**src/rtl/debug_run_ctrl.sv**
```systemverilog
// debug_run_ctrl: UART command controller that runs/steps the CPU and dumps PC plus register file.
// Define DEBUG_RUN_CTRL_CYCLE_COUNT_EN to append a saturating run-cycle counter after the PC bytes.
module debug_run_ctrl #(
  parameter int unsigned NB_DATA     = 8,
  parameter int unsigned NB_REG      = 32,
  parameter int unsigned N_REGS      = 32,
  parameter int unsigned NB_REG_ADDR = 5
) (
  input  logic                   clk,
  input  logic                   i_rst,
  input  logic                   i_start,
  input  logic                   i_rx_empty,
  input  logic [NB_DATA-1:0]     i_rx_data,
  output logic                   o_rd,
  input  logic                   i_tx_full,
  output logic                   o_wr,
  output logic [NB_DATA-1:0]     o_wdata,
  output logic                   o_cpu_en,
  input  logic                   i_halt,
  input  logic [NB_REG-1:0]      i_pc,
  output logic [NB_REG_ADDR-1:0] o_reg_addr,
  input  logic [NB_REG-1:0]      i_reg_data,
  output logic                   o_busy
);

  localparam int unsigned NB_CNT = 8;
  localparam int unsigned NB_SEL = 2;

  localparam logic [NB_DATA-1:0]     CMD_CONT     = NB_DATA'(8'h43);
  localparam logic [NB_DATA-1:0]     CMD_STEP     = NB_DATA'(8'h53);
  localparam logic [NB_DATA-1:0]     CMD_DUMP     = NB_DATA'(8'h44);
  localparam logic [NB_DATA-1:0]     BYTE_NAK     = NB_DATA'(8'h15);
  localparam logic [NB_DATA-1:0]     BYTE_EOT     = NB_DATA'(8'h04);
  localparam logic [NB_CNT-1:0]      PC_LAST_BYTE = NB_CNT'(3);
  localparam logic [NB_REG_ADDR-1:0] REG_LAST     = NB_REG_ADDR'(N_REGS - 1);
`ifdef DEBUG_RUN_CTRL_CYCLE_COUNT_EN
  localparam logic [NB_CNT-1:0]      CYC_LAST_BYTE = NB_CNT'(7);
`endif

  typedef enum logic [3:0] {
    WAIT_LOAD,
    CMD_IDLE,
    HALTED,
    RUN,
    STEP,
    NAK,
    DUMP_PC,
`ifdef DEBUG_RUN_CTRL_CYCLE_COUNT_EN
    DUMP_CYC,
`endif
    REG_FETCH,
    REG_SEND,
    SEND_EOT
  } state_t;

  state_t                   r_state;
  state_t                   w_state_next;
  state_t                   w_ret_state;
  logic                     r_halted;
  logic [NB_REG-1:0]        r_word;
  logic [NB_CNT-1:0]        r_byte_cnt;
  logic [NB_REG_ADDR-1:0]   r_reg_idx;
  logic [NB_SEL-1:0]        w_sel;
  logic                     w_push;
  logic                     w_is_word;
  logic [NB_REG-1:0]        w_live;
  logic [NB_REG-1:0]        w_word;
  logic [NB_DATA-1:0]       w_byte;
  logic                     w_dump_entry;
`ifdef DEBUG_RUN_CTRL_CYCLE_COUNT_EN
  logic [NB_REG-1:0]        r_cyc_cnt;
`endif

  assign w_sel = r_byte_cnt[NB_SEL-1:0];

  // Next state, Rx pop and Tx byte selection; byte 0 of each word comes straight from its source.
  always_comb begin
    w_state_next = r_state;
    w_ret_state  = r_halted ? HALTED : CMD_IDLE;
    o_rd         = 1'b0;
    w_push       = 1'b0;
    w_is_word    = 1'b0;
    w_live       = '0;
    w_byte       = '0;
    case (r_state)
      WAIT_LOAD: if (i_start) w_state_next = CMD_IDLE;
      CMD_IDLE, HALTED: begin
        if (!i_rx_empty) begin
          o_rd = 1'b1;
          case (i_rx_data)
            CMD_CONT: w_state_next = (r_state == HALTED) ? NAK : RUN;
            CMD_STEP: w_state_next = (r_state == HALTED || i_halt) ? NAK : STEP;
            CMD_DUMP: w_state_next = DUMP_PC;
            default:  w_state_next = NAK;
          endcase
        end
      end
      RUN:  if (i_halt) w_state_next = DUMP_PC;
      STEP: w_state_next = DUMP_PC;
      NAK: begin
        w_push = !i_tx_full;
        w_byte = BYTE_NAK;
        if (!i_tx_full) w_state_next = w_ret_state;
      end
      DUMP_PC: begin
        w_is_word = 1'b1;
        w_push    = !i_tx_full;
        w_live    = i_pc;
`ifdef DEBUG_RUN_CTRL_CYCLE_COUNT_EN
        if (w_push && r_byte_cnt == PC_LAST_BYTE) w_state_next = DUMP_CYC;
      end
      DUMP_CYC: begin
        w_is_word = 1'b1;
        w_push    = !i_tx_full;
        w_live    = r_cyc_cnt;
        if (w_push && r_byte_cnt == CYC_LAST_BYTE) w_state_next = REG_FETCH;
`else
        if (w_push && r_byte_cnt == PC_LAST_BYTE) w_state_next = REG_FETCH;
`endif
      end
      REG_FETCH: w_state_next = REG_SEND;
      REG_SEND: begin
        w_is_word = 1'b1;
        w_push    = !i_tx_full;
        w_live    = i_reg_data;
        if (w_push && w_sel == '1)
          w_state_next = (r_reg_idx == REG_LAST) ? SEND_EOT : REG_FETCH;
      end
      SEND_EOT: begin
        w_push = !i_tx_full;
        w_byte = BYTE_EOT;
        if (!i_tx_full) w_state_next = w_ret_state;
      end
      default: w_state_next = WAIT_LOAD;
    endcase
    w_word = (w_sel == '0) ? w_live : r_word;
    if (w_is_word) w_byte = w_word[NB_DATA*w_sel +: NB_DATA];
  end

  assign w_dump_entry = (w_state_next == DUMP_PC) && (r_state != DUMP_PC);

  always_ff @(posedge clk) begin
    if (i_rst) begin
      r_state    <= WAIT_LOAD;
      r_halted   <= 1'b0;
      r_word     <= '0;
      r_byte_cnt <= '0;
      r_reg_idx  <= '0;
    end else begin
      r_state <= w_state_next;
      if (r_state == RUN && i_halt) r_halted <= 1'b1;
      if (w_dump_entry) begin
        r_byte_cnt <= '0;
        r_reg_idx  <= '0;
      end else if (w_push && w_is_word) begin
        r_byte_cnt <= r_byte_cnt + NB_CNT'(1);
        if (w_sel == '0) r_word <= w_live;
        if (r_state == REG_SEND && w_sel == '1 && r_reg_idx != REG_LAST)
          r_reg_idx <= r_reg_idx + NB_REG_ADDR'(1);
      end
    end
  end

`ifdef DEBUG_RUN_CTRL_CYCLE_COUNT_EN
  // Counts CPU-enabled cycles since reset, sticking at all-ones.
  always_ff @(posedge clk) begin
    if (i_rst)                         r_cyc_cnt <= '0;
    else if (o_cpu_en && r_cyc_cnt != '1) r_cyc_cnt <= r_cyc_cnt + NB_REG'(1);
  end
`endif

  assign o_wr       = w_push;
  assign o_wdata    = w_push ? w_byte : '0;
  assign o_cpu_en   = (r_state == RUN) || (r_state == STEP);
  assign o_busy     = !((r_state == WAIT_LOAD) || (r_state == CMD_IDLE) || (r_state == HALTED));
  assign o_reg_addr = r_reg_idx;

endmodule

```
**config.mk**
```make
export PLATFORM = sky130hd
export DESIGN_NAME = debug_run_ctrl
export DESIGN_NICKNAME = d
export VERILOG_FILES = /design/src/rtl/debug_run_ctrl.sv
export SDC_FILE = /design/constraint.sdc
export NUM_CORES = 1
export LEC_CHECK = 0
export ABC_AREA = 1
export CAP_MARGIN = 5
export CORE_ASPECT_RATIO = 1.4
export CORE_MARGIN = 8
export CORE_UTILIZATION = 40
export CTS_BUF_LIST = sky130_fd_sc_hd__clkbuf_4
export CTS_CLUSTER_DIAMETER = 40
export CTS_CLUSTER_SIZE = 40
export DETAILED_ROUTE_END_ITERATION = 16
export PLACE_DENSITY = 0.69
export SLEW_MARGIN = 20
export SYNTH_ARGS = -nofsm -noshare
export SYNTH_HDL_FRONTEND = slang
export SYNTH_SLANG_ARGS = --single-unit
```
**constraint.sdc**
```tcl
create_clock -name clk -period 5 [get_ports clk]
set_input_delay 1 -clock clk [delete_from_list [all_inputs] [get_ports clk]]
set_output_delay 1 -clock clk [all_outputs]
set_load 0.05 [all_outputs]
```
==> metrics <==
outcome completed; clk root buf clkbuf_4; Clk pin slew, worst setup/hold paths 0.14 ns; sequential share of the synthesized area 29.5%; hold_buf cts 0; Fin. Hold Viols 0; Post-Synthesis Cells 554; DR WL/cell about 13 microns; Post-Syn Nets 636; Core Region 0.00820 sq mm; synth warn 0; remaining antenna violation count 0; Ant. Diodes 0; first-pass GRT wire length roughly 17000 microns; area of the die around 0.012 sq mm; Tot GR Track Use about 17%; Net count, final 711; Comb power frac 29.0%; TritonCTS clock tree done; Final Wtd Congestion ~0.91; Iter 0 DRT Violations between 200 and 250; Distinct cells, synth 35; largest net degree at the start of global routing 70; CTS H-tree lvls 2; switching part of the total between 30% and 40%; number of cells on the worst hold path 2; Residual DRC 0; maximum vdd drop 0.158 mV; Seq pwr share 49.3%; Num CTS Buffers 5; die width 93.8 microns; Int Power 0.570 mW; clock tree sinks 50; vias in the first global route around 3600; Crit Path Category flop to output pin; ratio of cells with drive above 1 in the final layout 7.30%; DR vias 3743; vias per cell 5.11; Congestion Overflow GR 0; R2R depth 11; CP Capture Type output pin; clk_lat worst skew approximately 0.36 ns; worst hold path class flop to flop; Achievable Freq 232 MHz; cell area after synthesis 0.00339 sq mm; minimum clock period 4.31 ns; worst slew pin tran 0.913 ns; Critical Path RT 4.00 ns; Slew headroom 39.0%; RSZ-0062 raised after global routing false; Starting Density 41.3%; skew final between 0.02 and 0.025 ns; worst-case clock buffer depth 2; Pleak 1.85 nW; max cap viols 0; Setup TNS 0 ns; Crit Path Max Fanout 69; Worst setup SP type flop; pwr dens 196 mW/mm^2; Worst Path Arrival 3.31 ns; Layout area overhead 29.2%; IO buf count 94; DP Wirelength roughly 7300 microns; Clock power frac between 20 and 25%; initial antenna violation count 0; syn_area_per_cell 6.12 sq um; die extent in y roughly 120 microns; # IOs 95; Switch Pwr 0.287 mW; WL final slightly below 10000 microns; post-route cell area 0.00438 sq mm; # resized after CTS 0; Max Slew Vio Count 0; drt pass-1 iters 4; Tcrit/Tclk final 86.3%; placement row count 39; final setup violation count 0; dpl cell area between 0.004 and 0.005 sq mm; flops & latches, synth 50; Post-CTS Setup Inserts 0
critical path, stage by stage, from the launching register on:
cell	delay (ns)
dfxtp_1	0.62
clkinv_1	0.37
ha_4	0.46
or2_2	0.35
nand2_1	0.09
nand2_1	0.05
nand2_1	0.09
inv_1	0.06
nand2_1	0.08
a21oi_1	0.07
clkdlybuf4s50_1	0.71
cell families (layout without fill, tap and decap cells):
logic type      Yosys count  in the layout  share of synthesized area (%)
flops                    50             50                           29.5
xor+xnor                 10             10                           2.58
compound gates          116            116                           17.9
simple gates            294            294                           38.5
fa+ha+maj                 4              4                           1.48
buf+inv                  80            156                           10.0
metal layers:
layer	share of wire [%]	up-vias	GRT usage [%]
li1	-	1947	-
met1	45	1686	20.1
met2	48	106	29.4
met3	6.3	4	3.56
met4	0.63	0	3.28
met5	0	-	0
worst paths after layout:
check | startpoint | end | slack [ns]
worst max-delay path | r_byte_cnt[0] | o_wdata[4] | 0.69
worst min-delay path | r_halted | r_halted | 0.46
worst max register to register | r_state[0] | r_byte_cnt[5] | 2.58
worst min register to register | r_halted | r_halted | 0.46
final cells by class:
cell class	count	area, sq um
repair buffers	95	936
inverters	53	199
fillers	813	3820
clock buffers	5	37.5
clock inverters	3	16.3
multi-input cells	424	2060
flip-flops and latches	50	1000
well taps	102	128
cell usage in the layout, fill, tap and decap left out, types with 9 or more instances in the layout:
master           count
o21ai_0             59
xor2_1               9
nand3_1             58
nand2_1            157
nor2_1              48
clkdlybuf4s50_1     89
or2_2               12
inv_1               49
dfxtp_1             50
a21oi_1             46
power by group through the flow:
stage	clock (mW)	sequential (mW)	combinational, mW
finish	0.186	0.422	0.248
global route	0.205	0.425	0.274
CTS	0.188	0.422	0.249
detailed placement	0	0.431	0.247
global placement	0	0.430	0.247
floorplan	0	0.427	0.148
through the flow:
step	cells	total power [mW]	hold WS (ns)	util (%)	setup slack, ns
after floorplan	554	0.575	0.424	-	0.939
after global placement	724	0.677	0.446	52.6	0.919
after detailed placement	724	0.678	0.445	52.6	0.872
after CTS	732	0.859	0.464	53.3	0.436
after global routing	732	0.904	0.478	53.4	0.391
final	732	0.857	0.464	53.4	0.687
flip-flops by register name, indices dropped and copies added (netlist names):
register / count
o_reg_addr: 5
r_word: 32
r_halted: 1
r_state: 4
r_byte_cnt: 8
cell usage after synthesis, drive strengths merged:
master	n	area [sq um]
clkbuf	12	46.3
xnor2	1	8.76
xor2	9	78.8
or2	12	75.1
inv	52	195
and3	1	6.26
nor4	1	12.5
nor2	58	280
a21boi	1	7.51
nand3	59	300
nand4	1	6.26
o21a	1	7.51
a21oi	46	230
ha	4	50.1
o211ai	6	45.0
a31oi	1	6.26
clkinv	1	3.75
dfxtp	50	1000
buf	15	95.1
o21ai	61	309
nor3	1	5.00
nand2	161	619
No activity file was read; power rests on OpenSTA's default activity.
